<file path="src/rtl/wb_pkg.sv">
// Shared Wishbone manager types and constants.
package wb_pkg;

  // Manager bus state: waiting for a request, or holding a cycle on the bus.
  typedef enum logic {
    IDLE = 1'b0,
    BUS  = 1'b1
  } wb_state_t;

  // Read data returned when a cycle is abandoned on timeout.
  localparam logic [31:0] WB_ERR_DATA = 32'hBAD0_BAD0;

  // Counter width for a given limit, never narrower than 8 bits.
  function automatic int unsigned wb_count_width(input int unsigned limit);
    int unsigned w;
    w = $clog2(limit + 1);
    return (w < 8) ? 8 : w;
  endfunction

endpackage

</file>
<file path="src/rtl/wb_timeout_counter.sv">
// ACK_I wait counter: cleared when a cycle is accepted, counts BUS cycles
// without ACK_I, and flags the cycle in which the limit is reached.
module wb_timeout_counter
  import wb_pkg::*;
#(
  parameter int unsigned LIMIT = 255
) (
  input  logic clk,
  input  logic nRst,
  input  logic clear,
  input  logic count_en,
  output logic expired
);

  localparam int unsigned CW = wb_count_width(LIMIT);

  logic [CW-1:0] count;

  // The increment about to happen would reach LIMIT: abandon on this edge.
  assign expired = count_en && (count == CW'(LIMIT - 1));

  // Wait counter; clear has priority so a new cycle always starts at zero.
  always_ff @(posedge clk or negedge nRst) begin
    if (!nRst) begin
      count <= '0;
    end else if (clear) begin
      count <= '0;
    end else if (count_en) begin
      count <= count + 1'b1;
    end
  end

endmodule

</file>
<file path="src/rtl/wishbone_manager.sv">
// Wishbone B4 classic single-cycle manager bridging a request handler to
// the bus. Optional ACK_I timeout is built when WB_TIMEOUT_EN is defined.
module wishbone_manager
  import wb_pkg::*;
#(
  parameter int unsigned TIMEOUT_CYCLES = 255
) (
  input  logic        clk,
  input  logic        nRst,
  input  logic        mem_read,
  input  logic        mem_write,
  input  logic [31:0] adr_to_mem,
  input  logic [31:0] data_to_mem,
  input  logic [3:0]  sel_to_mem,
  output logic        mem_busy,
  output logic [31:0] data_from_mem,
  output logic        bus_error,
  output logic [31:0] ADR_O,
  output logic [31:0] DAT_O,
  output logic [3:0]  SEL_O,
  output logic        WE_O,
  output logic        CYC_O,
  output logic        STB_O,
  input  logic [31:0] DAT_I,
  input  logic        ACK_I
);

  // A zero limit would expire before any subordinate could answer.
  if (TIMEOUT_CYCLES < 1) begin : g_bad_timeout
    $error("wishbone_manager: TIMEOUT_CYCLES must be at least 1");
  end

  wb_state_t state;
  logic      accept;
  logic      timeout;

  assign accept   = (state == IDLE) && (mem_read || mem_write);
  assign mem_busy = (state == BUS);

`ifdef WB_TIMEOUT_EN
  wb_timeout_counter #(
    .LIMIT (TIMEOUT_CYCLES)
  ) u_timeout (
    .clk      (clk),
    .nRst     (nRst),
    .clear    (accept),
    .count_en ((state == BUS) && !ACK_I),
    .expired  (timeout)
  );
`else
  assign timeout   = 1'b0;
  assign bus_error = 1'b0;
`endif

  // Bus FSM with registered Wishbone outputs and read-data capture.
  // NOTE: every register here sits on the async reset, so an abort mid-cycle
  // drops CYC_O/STB_O at once rather than waiting for the next edge.
  always_ff @(posedge clk or negedge nRst) begin
    if (!nRst) begin
      state         <= IDLE;
      ADR_O         <= '0;
      DAT_O         <= '0;
      SEL_O         <= '0;
      WE_O          <= 1'b0;
      CYC_O         <= 1'b0;
      STB_O         <= 1'b0;
      data_from_mem <= '0;
`ifdef WB_TIMEOUT_EN
      bus_error     <= 1'b0;
`endif
    end else begin
      // NOTE: non-blocking assignments so every register updates from the
      // pre-edge values, independent of statement order.
      case (state)
        IDLE: begin
          if (accept) begin
            state <= BUS;
            ADR_O <= adr_to_mem;
            DAT_O <= data_to_mem;
            SEL_O <= sel_to_mem;
            WE_O  <= mem_write;   // write wins when both requests are high
            CYC_O <= 1'b1;
            STB_O <= 1'b1;
          end
        end
        BUS: begin
          if (ACK_I || timeout) begin
            state <= IDLE;
            ADR_O <= '0;
            DAT_O <= '0;
            SEL_O <= '0;
            WE_O  <= 1'b0;
            CYC_O <= 1'b0;
            STB_O <= 1'b0;
            if (!WE_O) begin
              data_from_mem <= ACK_I ? DAT_I : WB_ERR_DATA;
            end
`ifdef WB_TIMEOUT_EN
            if (!ACK_I) begin
              bus_error <= 1'b1;
            end
`endif
          end
        end
        default: state <= IDLE;
      endcase
    end
  end

endmodule

</file>
<file path="config.mk">
export PLATFORM = sky130hd
export DESIGN_NAME = wishbone_manager
export DESIGN_NICKNAME = d
export VERILOG_FILES = /design/src/rtl/wb_pkg.sv /design/src/rtl/wb_timeout_counter.sv /design/src/rtl/wishbone_manager.sv
export SDC_FILE = /design/constraint.sdc
export NUM_CORES = 1
export LEC_CHECK = 0
export CELL_PAD_IN_SITES_DETAIL_PLACEMENT = 0
export CELL_PAD_IN_SITES_GLOBAL_PLACEMENT = 1
export CORE_UTILIZATION = 25
export CTS_CLUSTER_SIZE = 40
export DETAILED_ROUTE_END_ITERATION = 16
export PLACE_DENSITY_LB_ADDON = 0.1
export SLEW_MARGIN = 0
export SYNTH_ARGS = -nofsm -noshare
export SYNTH_HDL_FRONTEND = slang
export SYNTH_SLANG_ARGS = --single-unit
</file>
<file path="constraint.sdc">
create_clock -name clk -period 1.72 [get_ports clk]
set_input_delay 0.344 -clock clk [delete_from_list [all_inputs] [get_ports clk]]
set_output_delay 0.344 -clock clk [all_outputs]
set_load 0.005 [all_outputs]
</file>
==> key figures, run 1 <==
Power and ir drop
  • Pwr Density: 999 mW/mm²
  • Max VDD drop: 0.660 mV
  • Leak pwr: 2.93 nW
  • Power after layout: about 7.2 mW

Setup path
  • WP buf/inv: 1
  • Worst R2R Setup Slack: approximately 300 ps
  • Startpoint types: flip-flop
  • CP Data Required Time: 1380 ps
  • R2R cell count: 4
  • Crit-path slowest cell: clkdlybuf4s50_1
  • WS Path Type: flip-flop to primary output
  • Worst flop-to-flop path endpoint: data_from_mem[7]
  • Worst-path cell chain: clkdlybuf4s50_1
  • Slowest stage delay, CP: 540 ps
  • Setup crit end kind: primary output
  • Crit path max-delay family: buffers and inverters
  • R2R Path Start: mem_busy
  • Max Fanout on Critical Path: 4
  • WP data arrival: around 1300 ps

Placement
  • DPL Wire Length: 8600 µm
  • IO buf count: 208
  • Gpl congestion: 0.698
  • Placed insts: 798
  • Area after DPL: 0.00685 mm²
  • DP Worst Slack: -53.9 ps

Timing
  • Fmax: 0.616 GHz
  • Hold_ws: between 300 and 400 ps
  • Post-route setup TNS: 0 ps
  • Final-report hold violation count: 0
  • Worst setup margin: 97.0 ps
  • Final period util: 0.944
  • Clock Skews: 6.37 ps
  • Max-slew violations: 0
  • Final Critical Period: 1620 ps
  • RSZ-0062 raised after global routing: no
  • Setup-violating endpoint count in the final report: 0

Floorplan
  • Initial Util: 0.257
  • # IOs: 210
  • Die area: 0.0184 mm²
  • Height of the die: 136 µm
  • Chip width: 136 µm
  • Core area: between 0.015 and 0.02 mm²
  • # rows: 48

Synthesis
  • YS warnings: 0
  • Yosys reg bits: 103
  • Gate Count Post-Synth: 380
  • Library cells used by synthesis: 19
  • Sequential area share after synthesis: 0.578
  • Cell Area, Synth: around 0.0045 mm²
  • Net count after synthesis: slightly below 500
  • Syn avg cell area: 11.7 µm²

GRT
  • Vias in the first global route: 3,565
  • Initial antenna violation count: 1
  • Pin count of the biggest net entering global routing: 57
  • Total gr overflow: 0
  • First-pass GRT wire length: a little under 20,000 µm
  • Tot GR Track Use: 0.139

Drt
  • Final wirelength: between 10,000 and 15,000 µm
  • Post-DR wirelength/cell: 15.4 µm
  • Vias per cell: 4.30
  • Vias after detailed routing: 3,509
  • Remaining antenna violation count after routing: 0
  • Initial DRC Count: 146
  • Post-route DRC: 0
  • Pre-Repair DR Iteration Count: 4

Cells and area
  • Multi-input gate area: 0.00172 mm²
  • Final Instance Area: 0.00717 mm²
  • Commonest non-fill, non-tap cell in the layout: clkdlybuf4s50_1
  • Share of cells above drive strength 1: 0.113
  • Total Nets Final: 691
  • Post-layout util: 0.413
  • ANT cells: 0
  • Fill count: 1,650
  • Area grow syn2layout: 60.8%
  • Reg area: 0.00258 mm²
  • Commonest non-fill, non-tap cells in the layout: clkdlybuf4s50_1, dfrtp_1, nand2_1
  • Final non-filler cell total: 816

Clock tree
  • Max clock buf depth: 2
  • CTS tree: built
  • Worst skew pair latency: roughly 340 ps
  • H-tree Lvls: 3
  • Reg clk slew, reported paths: approximately 70 ps
  • Clock Tree Root: clkbuf_16
  • # clock sinks: 103
  • Total CTS buffers: 9

Run
  • Max Cap Viol: 0

Status
  • Status: complete, no violations

Worst hold path
  • Worst min path class: input port to asynchronous set/reset pin
## area by class of cell
class                   instances  area share
clock buffers                  11      0.0339
clock inverters                 5     0.00803
inverters                       1    0.000524
multi-input cells             248       0.240
flip-flops and latches        103       0.360
well taps                     225      0.0393
repair buffers                223       0.318
## Yosys cell counts
master	count	share of area
o22ai_1	1	0.0014
nor2_4	1	0.0025
mux2i_1	68	0.15
o21ai_0	48	0.054
nand2b_1	1	0.0014
buf_4	7	0.012
clkbuf_1	10	0.0084
o21ai_1	20	0.022
nand2_1	69	0.058
buf_6	3	0.0076
dfrtp_1	103	0.58
nor2b_1	1	0.0014
nand3b_2	1	0.0025
buf_2	8	0.0090
conb_1	1	0.00084
mux2_2	32	0.081
inv_1	1	0.00084
a21oi_1	3	0.0034
nor3_1	2	0.0022
## sequential cells by signal (all words and copies together), names as in the netlist
signal,cells
mem_busy,1
STB_O,1
data_from_mem,32
DAT_O,32
WE_O,1
SEL_O,4
ADR_O,32
## worst register-to-register path: cells and delay by family, from the launching register on
| family | cells | cell delay [ps] |
|---|---|---|
| mux | 1 | 380 |
| buf+inv | 2 | 390 |
| simple gates | 1 | 120 |
| flops | 1 | 410 |
## where the power goes
part | leakage (nW) | internal, mW | switching, mW
logic | 1.48 | 1.29 | 0.656
registers | 1.30 | 2.84 | 0.270
clock network | 0.149 | 1.17 | 0.933
## worst max path at each step
stage | startpoint | endpoint | slack [ps] | cells after the start
after floorplan | mem_busy | data_from_mem[0] | 370 | 4
after global placement | mem_read | DAT_O[24] | 3 | 5
after detailed placement | mem_read | DAT_O[22] | -50 | 5
after CTS | STB_O | CYC_O | 70 | 1
after global routing | WE_O | WE_O | 40 | 1
final | WE_O | WE_O | 100 | 1
## layer usage
metal  routed length, µm  part of all wire  vias up  GRT usage
met2                5910              0.47      111      0.219
li1                    -                 -     1714          -
met3                 812             0.065       11     0.0378
met4                 142             0.011        2     0.0506
met1                5670              0.45     1671      0.183
met5                  13            0.0010        -          0
## what timing repair did
item,4_1_cts,5_1_grt
gates resized for setup,0,1
pin swaps,0,0
gates cloned,0,0
buffers inserted,1,0
endpoints found under the setup margin,1,1
hold endpoints to repair,2,0
hold buffers,1,0
## logic make-up after synthesis
kind of cell	count (synthesis)	synth area share
DFF	103	0.578
muxes	100	0.234
and+or+nand+nor	75	0.0682
AOI/OAI and AO/OA	72	0.0812
buffers and inverters	29	0.0376
other	1	0.000842
(Power assumes the default switching activity.)
==> run 2: changes to the inputs <==
Clock period 1.72 ns to 1.3 ns, I/O delays scaled along.
==> run 2 against run 1 <==
  * The flow now finishes with violations (setup timing)
  * Utilization rose by 3.1 points
  * Combinational power grew 44%
  * Sequential share of layout area is 2.5 points lower
  * Clock-buffer cell count is 2 lower
  * Flip-flop and latch count unchanged
  * Via count rose by 8.1%
  * Setup slack worse by 150 ps
  * Critical path depth increased by 4
  * First-iteration DRC count decreased by 2.7%
  * Final cell count is 8.0% higher
  * Die area stayed put
==> key figures, run 2 (synthesis results as in run 1) <==
Drt
  • Pre-Repair DR Iteration Count: 4 (unchanged)
  • Post-route DRC: 0 (unchanged)
  • Vias per cell: 4.31 (was 4.30)
  • Initial DRC Count: 142 (was 146)
  • Final wirelength: 13,700 µm (was 12,500 µm)
  • Remaining antenna violation count after routing: 0 (unchanged)
  • Post-DR wirelength/cell: 15.5 µm (was 15.4 µm)
  • Vias after detailed routing: 3,794 (was 3,509)

Cells and area
  • Commonest non-fill, non-tap cell in the layout: dfrtp_1 (was clkdlybuf4s50_1)
  • Share of cells above drive strength 1: 0.204 (was 0.113)
  • Total Nets Final: 756 (was 691)
  • Largest regs: ADR_O x32, DAT_O x32, data_from_mem x32 (unchanged)
  • Final Instance Area: 0.00770 mm² (was 0.00717 mm²)
  • Reg area: 0.00258 mm² (about the same)
  • ANT cells: 0 (unchanged)
  • Fill count: 1,639 (was 1,650)
  • Multi-input gate area: 0.00177 mm² (was 0.00172 mm²)
  • Commonest non-fill, non-tap cells in the layout: dfrtp_1, clkdlybuf4s50_1, nand2_1 (was clkdlybuf4s50_1, dfrtp_1, nand2_1)
  • Area grow syn2layout: 72.8% (was 60.8%)

Setup path
  • CP Data Required Time: 1540 ps (was 1380 ps)
  • WS Path Type: flip-flop to flip-flop (was flip-flop to primary output)
  • Worst R2R Setup Slack: -50 ps (was 300 ps)
  • WP data arrival: 1590 ps (was 1280 ps)
  • Setup crit end kind: flip-flop (was primary output)
  • Startpoint types: flip-flop (unchanged)
  • Max Fanout on Critical Path: 8 (was 4)

Power and ir drop
  • Max VDD drop: 0.724 mV (was 0.660 mV)
  • Clock power share: 0.276 (was 0.294)
  • Seq pwr share: 0.428 (was 0.435)
  • Combinational fraction of design power: 0.295 (was 0.271)
  • Leak pwr: 3.50 nW (was 2.93 nW)
  • Sw Share: 0.279 (was 0.260)
  • Pwr Density: 1230 mW/mm² (was 999 mW/mm²)
  • Int Power: 6.84 mW (was 5.30 mW)
  • Psw: 2.64 mW (was 1.86 mW)

Clock tree
  • # clock sinks: 103 (unchanged)
  • Max clock buf depth: 2 (unchanged)
  • Total CTS buffers: 9 (unchanged)
  • Clock Tree Root: clkbuf_16 (unchanged)
  • Worst skew pair latency: 350 ps (was 340 ps)
  • H-tree Lvls: 3 (unchanged)
  • CTS tree: built (unchanged)
  • Reg clk slew, reported paths: 80 ps (was 70 ps)

GRT
  • Pin count of the biggest net entering global routing: 59 (was 57)
  • Total gr overflow: 0 (unchanged)
  • Initial antenna violation count: 0 (was 1)
  • Vias in the first global route: 3,909 (was 3,565)
  • First-pass GRT wire length: 21,000 µm (was 19,500 µm)
  • Tot GR Track Use: 0.150 (was 0.139)

Status
  • Failing checks: setup timing
  • Status: complete, but fails checks (was complete, no violations)

Timing
  • Worst setup margin: -52.0 ps (was 97.0 ps)
  • Fmax: between 0.7 and 0.8 GHz
  • Max-slew violations: 0 (unchanged)
  • Final Critical Period: around 1400 ps
  • Clock Skews: 5.15 ps (was 6.37 ps)
  • Final-report hold violation count: 0 (unchanged)
  • Post-route setup TNS: -591 ps (was 0 ps)
  • RSZ-0062 raised after global routing: yes (was no)
  • Final period util: 1.04
  • Setup-violating endpoint count in the final report: 16 (was 0)

Floorplan
  • Chip width: 136 µm (unchanged)
  • Initial Util: 0.257 (unchanged)
  • Core area: 0.0174 mm² (unchanged)
  • # rows: 48 (unchanged)
  • Die area: 0.0184 mm² (unchanged)
  • # IOs: 210 (unchanged)
  • Height of the die: 136 µm (unchanged)

Placement
  • Area after DPL: 0.00688 mm² (was 0.00685 mm²)
  • Gpl congestion: 0.684 (was 0.698)
  • DP Worst Slack: -370 ps (was -53.9 ps)
  • DPL Wire Length: 8950 µm (was 8600 µm)
  • IO buf count: 208 (unchanged)

Worst hold path
  • Worst min path class: input port to asynchronous set/reset pin (unchanged)

Run
  • Max Cap Viol: 0 (unchanged)
## run 2: cell count changes in the layout (fill, tap and decap cells not counted), moves of 2 or more
cell | before | now
clkdlybuf4s50_1 | 207 | 101
buf_4 | 8 | 66
clkdlybuf4s15_1 | 0 | 56
dlygate4sd2_1 | 0 | 48
mux2_2 | 32 | 21
mux2_4 | 0 | 11
buf_6 | 0 | 5
clkinvlp_4 | 0 | 3
buf_16 | 0 | 2
clkinv_2 | 2 | 0
## run 2: metal layers
layer | vias to the layer above | track usage | part of all wire | wire length, µm
met5 | - | 0 | 0 | 0
met4 | 0 | 0.0499 | 0.015 | 208
met3 | 14 | 0.0468 | 0.068 | 924
met2 | 116 | 0.245 | 0.49 | 6660
met1 | 1820 | 0.188 | 0.43 | 5900
li1 | 1844 | - | - | -
## run 2: cell type report
class	instances	share of cell area
clock buffers	9	0.0292
clock inverters	7	0.00747
inverters	1	0.000487
multi-input cells	248	0.230
flip-flops and latches	103	0.335
well taps	225	0.0366
repair buffers	288	0.362
## run 2: through the flow
| step | hold slack, ps | std cells | utilization | total power [mW] |
|---|---|---|---|---|
| floorplan | -35.6 | 380 | - | 4.98 |
| global placement | 282 | 802 | 0.396 | 6.77 |
| detailed placement | 283 | 802 | 0.396 | 6.81 |
| CTS | 449 | 866 | 0.436 | 9.52 |
| global route | 467 | 881 | 0.444 | 10.1 |
| finish | 436 | 881 | 0.444 | 9.48 |
## run 2: power groups by stage
| stage | Sequential, mW | Clock [mW] | Combinational (mW) |
|---|---|---|---|
| after global routing | 4.13 | 2.90 | 3.03 |
| final | 4.06 | 2.62 | 2.80 |
| after global placement | 4.15 | 0 | 2.62 |
| after CTS | 4.06 | 2.74 | 2.73 |
| after floorplan | 4.18 | 0 | 0.794 |
| after detailed placement | 4.17 | 0 | 2.63 |
## run 2: path summary, 6_finish.rpt
kind / startpoint / to / depth (start not counted)
min in group clk: mem_write / mem_busy / 4
hold / removal: nRst / DAT_O[5] / 3
hold reg to reg: data_from_mem[14] / data_from_mem[14] / 1
setup / recovery: mem_busy / data_from_mem[9] / 5
max in group asynchronous: nRst / data_from_mem[16] / 3
setup reg to reg: mem_busy / data_from_mem[9] / 5
## run 2: repair_timing
item,4_1_cts,5_1_grt
gates cloned,4,0
hold endpoints to repair,103,0
setup endpoints to repair,137,77
hold buffers,1,0
pin swaps,1,0
buffers inserted,43,18
resized for setup,148,39
## run 2: worst max-delay path, cell delays in order (launching register included)
cell and delay, ps:
dfrtp_2 410, buf_6 130, nand3b_4 110, buf_12 130, buf_16 120, mux2_2 330
